==> config.mk <==
export PLATFORM = sky130hd
export DESIGN_NAME = receiver_t2
export DESIGN_NICKNAME = d
export VERILOG_FILES = /design/src/rtl/rx_pkg.sv /design/src/rtl/rx_fifo.sv /design/src/rtl/receiver_t2.sv
export SDC_FILE = /design/constraint.sdc
export NUM_CORES = 1
export LEC_CHECK = 0
export CAP_MARGIN = 0
export CORE_UTILIZATION = 47
export DETAILED_ROUTE_END_ITERATION = 12
export GPL_ROUTABILITY_DRIVEN = 0
export PLACE_DENSITY = 0.75
export SYNTH_ARGS = -nofsm -noshare
export SYNTH_HDL_FRONTEND = slang
export SYNTH_SLANG_ARGS = --single-unit
==> constraint.sdc <==
create_clock -name clk -period 2 [get_ports clk]
set_input_delay 0.6 -clock clk [delete_from_list [all_inputs] [get_ports clk]]
set_output_delay 0.6 -clock clk [all_outputs]
set_load 0.02 [all_outputs]
==> src/rtl/rx_pkg.sv <==
// Shared types and helpers for the SECDED (16,11) receive path.
package rx_pkg;

    localparam int unsigned CW_W   = 16;
    localparam int unsigned DATA_W = 11;

    // Codeword position of each data bit, data[0] first.
    localparam int unsigned DATA_POS [DATA_W] = '{3, 5, 6, 7, 9, 10, 11, 12, 13, 14, 15};

    typedef struct packed {
        logic              err_uncorr;
        logic              err_corr;
        logic [DATA_W-1:0] data;
    } fifo_entry_t;

    function automatic logic [3:0] syndrome(input logic [CW_W-1:0] cw);
        logic [3:0] s;
        s = '0;
        for (int unsigned i = 1; i < CW_W; i++) begin
            if (cw[i]) s = s ^ 4'(i);
        end
        return s;
    endfunction

    function automatic logic [DATA_W-1:0] extract(input logic [CW_W-1:0] cw);
        logic [DATA_W-1:0] d;
        d = '0;
        for (int unsigned k = 0; k < DATA_W; k++) begin
            d[k] = cw[DATA_POS[k]];
        end
        return d;
    endfunction

endpackage

==> src/rtl/rx_fifo.sv <==
// First-word-fall-through FIFO; head is forced to zero while empty.
module rx_fifo #(
    parameter int unsigned DEPTH = 4,
    parameter int unsigned W     = 13
) (
    input  logic         clk,
    input  logic         reset,
    input  logic         push,
    input  logic         pop,
    input  logic [W-1:0] din,
    output logic [W-1:0] dout,
    output logic         full,
    output logic         empty
);

    localparam int unsigned AW = (DEPTH > 1) ? $clog2(DEPTH) : 1;

    logic [W-1:0] mem [DEPTH];
    logic [AW:0]  wr_ptr;
    logic [AW:0]  rd_ptr;
    logic         wr_en;
    logic         rd_en;

    // Extra pointer MSB distinguishes full from empty.
    assign empty = (wr_ptr == rd_ptr);
    assign full  = (wr_ptr[AW] != rd_ptr[AW]) && (wr_ptr[AW-1:0] == rd_ptr[AW-1:0]);
    assign rd_en = pop & ~empty;
    assign wr_en = push & (~full | rd_en);
    assign dout  = empty ? '0 : mem[rd_ptr[AW-1:0]];

    always_ff @(posedge clk) begin
        if (!reset) begin
            wr_ptr <= '0;
            rd_ptr <= '0;
        end else begin
            if (wr_en) wr_ptr <= wr_ptr + (AW+1)'(1);
            if (rd_en) rd_ptr <= rd_ptr + (AW+1)'(1);
        end
    end

    always_ff @(posedge clk) begin
        if (wr_en) mem[wr_ptr[AW-1:0]] <= din;
    end

endmodule

==> src/rtl/receiver_t2.sv <==
// SECDED (16,11) decoder with FWFT output FIFO.
// Optional saturating error counters are enabled by defining RX_ERR_COUNT_EN.
module receiver_t2
    import rx_pkg::*;
#(
    parameter int unsigned FIFO_DEPTH = 4,
    parameter int unsigned CNT_W      = 16
) (
    input  logic              clk,
    input  logic              reset,
    input  logic              read,
    input  logic [15:0]       symb_in,
    input  logic              out_ready,
    output logic [10:0]       data_out,
    output logic              valid_out,
    output logic              err_corr,
    output logic              err_uncorr,
    output logic              overflow,
    output logic [CNT_W-1:0]  corr_cnt,
    output logic [CNT_W-1:0]  uncorr_cnt
);

    logic            s1_valid;
    logic [CW_W-1:0] s1_cw;
    logic [3:0]      s1_s;
    logic            s1_p;

    logic [CW_W-1:0] fixed_cw;
    fifo_entry_t     entry;
    fifo_entry_t     head;
    logic            full;
    logic            empty;
    logic            pop;

    always_ff @(posedge clk) begin
        if (!reset) begin
            s1_valid <= 1'b0;
        end else begin
            s1_valid <= read;
        end
    end

    always_ff @(posedge clk) begin
        if (read) begin
            s1_cw <= symb_in;
            s1_s  <= syndrome(symb_in);
            s1_p  <= ^symb_in;
        end
    end

    // Odd overall parity means one flip at position s (s=0 is the parity bit itself).
    always_comb begin
        fixed_cw = s1_cw;
        if (s1_p) fixed_cw[s1_s] = ~s1_cw[s1_s];
        entry.data       = extract(fixed_cw);
        entry.err_corr   = s1_p;
        entry.err_uncorr = ~s1_p & (s1_s != 4'd0);
    end

    assign pop = valid_out & out_ready;

    rx_fifo #(
        .DEPTH (FIFO_DEPTH),
        .W     ($bits(fifo_entry_t))
    ) u_fifo (
        .clk   (clk),
        .reset (reset),
        .push  (s1_valid),
        .pop   (pop),
        .din   (entry),
        .dout  (head),
        .full  (full),
        .empty (empty)
    );

    assign valid_out  = ~empty;
    assign data_out   = head.data;
    assign err_corr   = head.err_corr;
    assign err_uncorr = head.err_uncorr;

    always_ff @(posedge clk) begin
        if (!reset) begin
            overflow <= 1'b0;
        end else if (s1_valid && full && !pop) begin
            overflow <= 1'b1;
        end
    end

`ifdef RX_ERR_COUNT_EN
    logic [CNT_W-1:0] corr_q;
    logic [CNT_W-1:0] uncorr_q;

    // Counted at stage 2, so dropped words are still included.
    always_ff @(posedge clk) begin
        if (!reset) begin
            corr_q   <= '0;
            uncorr_q <= '0;
        end else if (s1_valid) begin
            if (entry.err_corr && corr_q != '1)     corr_q   <= corr_q + CNT_W'(1);
            if (entry.err_uncorr && uncorr_q != '1) uncorr_q <= uncorr_q + CNT_W'(1);
        end
    end

    assign corr_cnt   = corr_q;
    assign uncorr_cnt = uncorr_q;
`else
    assign corr_cnt   = '0;
    assign uncorr_cnt = '0;
`endif

endmodule
==> results.sh <==
export IMPL_yosysSeqAreaShare_pct=61.0
export IMPL_max_cap_violations=0
export IMPL_fp_dieArea_um2=8390
export IMPL_seq_area_um2=2310
export IMPL_die_y_um=91.6
export IMPL_synth_compound_area_share_pct=2.35
export IMPL_cp_arrival_ps=1660
export IMPL_dr_pass1_iters=4
export IMPL_status="finished with violations"
export IMPL_wl_per_cell_um=14.0
export IMPL_r2r_cells=2
export IMPL_drc=0
export IMPL_finalPower_w=0.00464
export IMPL_pin_count=67
export IMPL_critPathCaptureType="output port"
export IMPL_antenna_cells=0
export IMPL_slew_headroom_pct=64.5
export IMPL_cp_required_ps=1400
export IMPL_synth_xor_area_share_pct=8.12
export IMPL_path_max_fanout=7
export IMPL_reg2reg_to="u_fifo.mem[0][3]$_DFFE_PP_"
export IMPL_top_usage_layer="met2"
export IMPL_grt_pass1_wl_um=10100
export IMPL_power_frac_clock_pct=28.6
export IMPL_hpwlAfterDp_um=4180
export IMPL_multi_input_comb_area_um2=1390
export IMPL_clock_skew_ps=6.57
export IMPL_whs_ps=517
export IMPL_io_buffers=34
export IMPL_syn_area_um2=3770
export IMPL_violations="negative setup slack"
export IMPL_power_share_sequential_pct=45.0
export IMPL_ir_worst_vdd_v=0.000446
export IMPL_ant_nets=0
export IMPL_worst_pin_slew_ps=528
export IMPL_post_route_period_util_pct=113
export IMPL_cts_htree_levels=3
export IMPL_root_buffer="clkbuf_8"
export IMPL_grtUsageMet2_pct=28.3
export IMPL_hold_class="reg2reg"
export IMPL_slowest_stage="mux4_2"
export IMPL_initial_core_util_pct=48.6
export IMPL_combPwrFrac_pct=26.4
export IMPL_p_sw_share_pct=27.7
export IMPL_numCtsBuffers=9
export IMPL_viasPerCell=4.68
export IMPL_grt_pass1_vias=2028
export IMPL_fmax_ghz=0.443
export IMPL_utilization_pct=61.7
export IMPL_grt_overflow_total=0
export IMPL_worstSetupPathType="reg2out"
export IMPL_n_fill_cell=599
export IMPL_worstHoldStart="overflow$_SDFFE_PN0P_"
export IMPL_worstReg2RegStart="s1_s[1]$_DFFE_PP_"
export IMPL_core_area_um2=7770
export IMPL_drive_gt1_share_pct=32.2
export IMPL_finalSetupViolCount=14
export IMPL_hold_end="overflow$_SDFFE_PN0P_"
export IMPL_netlist_instances=255
export IMPL_yosys_register_bits=80
export IMPL_rows=32
export IMPL_max_stage_delay_ps=490
export IMPL_setup_slack_ps=-256
export IMPL_synthMuxAreaShare_pct=11.5
export IMPL_slew_viol_final=0
export IMPL_rsz0062_at_grt="yes"
export IMPL_rrSetupSlack_ps=190
export IMPL_dr_total_vias=2077
export IMPL_post_dp_cell_area_um2=4410
export IMPL_area_growth_syn_to_layout_pct=26.9
export IMPL_cts_tree="done"
export IMPL_net_switching_power_w=0.00129
export IMPL_grt_max_degree=20
export IMPL_grt_antenna_before_repair=0
export IMPL_stdcell_area_um2=4790
export IMPL_powerDensity_nw_per_um2=969
export IMPL_routed_wirelength_um=6240
export IMPL_start_kind="flop"
export IMPL_drt_iter0_drc=91
export IMPL_clock_sinks=80
export IMPL_yosys_warnings=0
export IMPL_synthAdderAreaFrac_pct=1.66
export IMPL_final_nets=362
export IMPL_synth_top_family_by_area="multiplexers"
export IMPL_grt_usage_pct=16.3
export IMPL_synth_simple_area_share_pct=7.79
export IMPL_whs_path_depth=2
export IMPL_finalCriticalPeriod_ps=2260
export IMPL_p_int_w=0.00336
export IMPL_avgSynthCellArea_um2=14.8
export IMPL_crit_path_cell_trace="buf_12 > mux4_2 > and2b_1 > buf_6"
export IMPL_clk_latency_ps=350
export IMPL_yosysUniqueCellTypes=30
export IMPL_grtUsageMet1_pct=20.0
export IMPL_clockBufferDepth=2
export IMPL_leakage_nw=1.79
export IMPL_hold_violations=0
export IMPL_clkTransAtPathRegs_ps=90
export IMPL_grt_use_met3_pct=2.24
export IMPL_die_w_um=91.6
[cells by family after synthesis]
kind of cell / count (synthesis)
other cells: 1
compound gates: 12
fa+ha+maj: 5
flops: 80
xor+xnor: 35
mux: 24
simple gates: 55
buf+inv: 43
[power by group through the flow]
stage	Clock (W)	Sequential (W)	Combinational (W)
floorplan	0	0.00209	0.000717
global placement	0	0.00211	0.00102
detailed placement	0	0.00212	0.00105
CTS	0.00135	0.00209	0.00115
global route	0.00141	0.00211	0.00132
finish	0.00133	0.00209	0.00123
[per-stage QoR]
stage / TNS, ps / cells / setup WS, ps
2_1_floorplan: 0 / 286 / 23.0
4_1_cts: -3850 / 443 / -336
3_3_place_gp: -9240 / 419 / -297
3_5_place_dp: -10000 / 419 / -310
5_1_grt: -3930 / 444 / -328
6_report: -3100 / 444 / -256
[per-layer routing]
metal / wire, um / part of all wire [%]
met3: 152 / 2.4
met5: 0 / 0
met1: 2790 / 45
met2: 3190 / 51
met4: 111 / 1.8
[worst max path at each step]
stage	startpoint	endpoint	cells after the start
floorplan	flop	data_out[3]	3
global placement	flop	data_out[10]	4
detailed placement	flop	data_out[9]	4
CTS	flop	data_out[5]	5
global route	flop	data_out[4]	4
finish	flop	data_out[4]	4
[cell usage after synthesis, drive strengths merged]
cell type / instances / area, um^2
nand3b: 4 / 30.0
ha: 5 / 62.6
dfxtp: 10 / 200
mux2: 5 / 56.3
a21oi: 6 / 30.0
o21ai: 3 / 15.0
mux4: 15 / 338
nor3: 1 / 5.00
xnor2: 27 / 236
xor2: 8 / 70.1
o41ai: 1 / 27.5
mux2i: 4 / 40.0
nand2: 6 / 22.5
conb: 1 / 3.75
buf: 33 / 245
and3: 1 / 6.26
nand2b: 3 / 18.8
clkbuf: 3 / 11.3
and2: 5 / 31.3
nor2: 16 / 60.1
and2b: 2 / 15.0
nand4: 1 / 6.26
o311ai: 1 / 8.76
o31ai: 1 / 7.51
nor2b: 14 / 87.6
nand3: 1 / 5.00
inv: 7 / 26.3
nor4: 1 / 6.26
edfxtp: 70 / 2100
[cell type report]
| class | count | share of cell area (%) |
|---|---|---|
| Sequential cell | 80 | 48.3 |
| Multi-Input combinational cell | 163 | 28.9 |
| Timing Repair Buffer | 76 | 14.9 |
| Tap cell | 102 | 2.66 |
| Clock buffer | 9 | 2.58 |
| Clock inverter | 7 | 2.14 |
| Inverter | 7 | 0.548 |
[flip-flops by register name (all words and copies together), names as in the netlist, named ones only]
register       cells
u_fifo.mem        52
s1_cw             13
s1_s               4
u_fifo.rd_ptr      3
u_fifo.wr_ptr      3
overflow           1
s1_p               1
s1_valid           1
[critical path, delay by kind of cell, from the launching register on]
kind	cells	cell delay (ps)
mux	1	490
flops	1	380
simple gates	1	180
buf+inv	2	260
[cell usage in the layout, fill, tap and decap left out, types with 6 or more instances in the layout]
cell type        instances
a21oi_1                  6
conb_1                  32
nor2b_4                  6
buf_6                   11
edfxtp_1                70
clkdlybuf4s50_1         20
clkbuf_8                 9
xnor2_1                 27
nor2_1                  16
buf_4                   36
nor2b_1                  8
mux4_2                  15
inv_1                    6
nand2_1                  6
[repair_timing]
item,4_1_cts,5_1_grt
setup buffers,6,2
endpoints found under the setup margin,14,14
pin swaps,2,1
hold buffers,0,0
gates cloned,2,0
resized for setup,72,28
No activity file was read; power rests on OpenSTA's default activity.
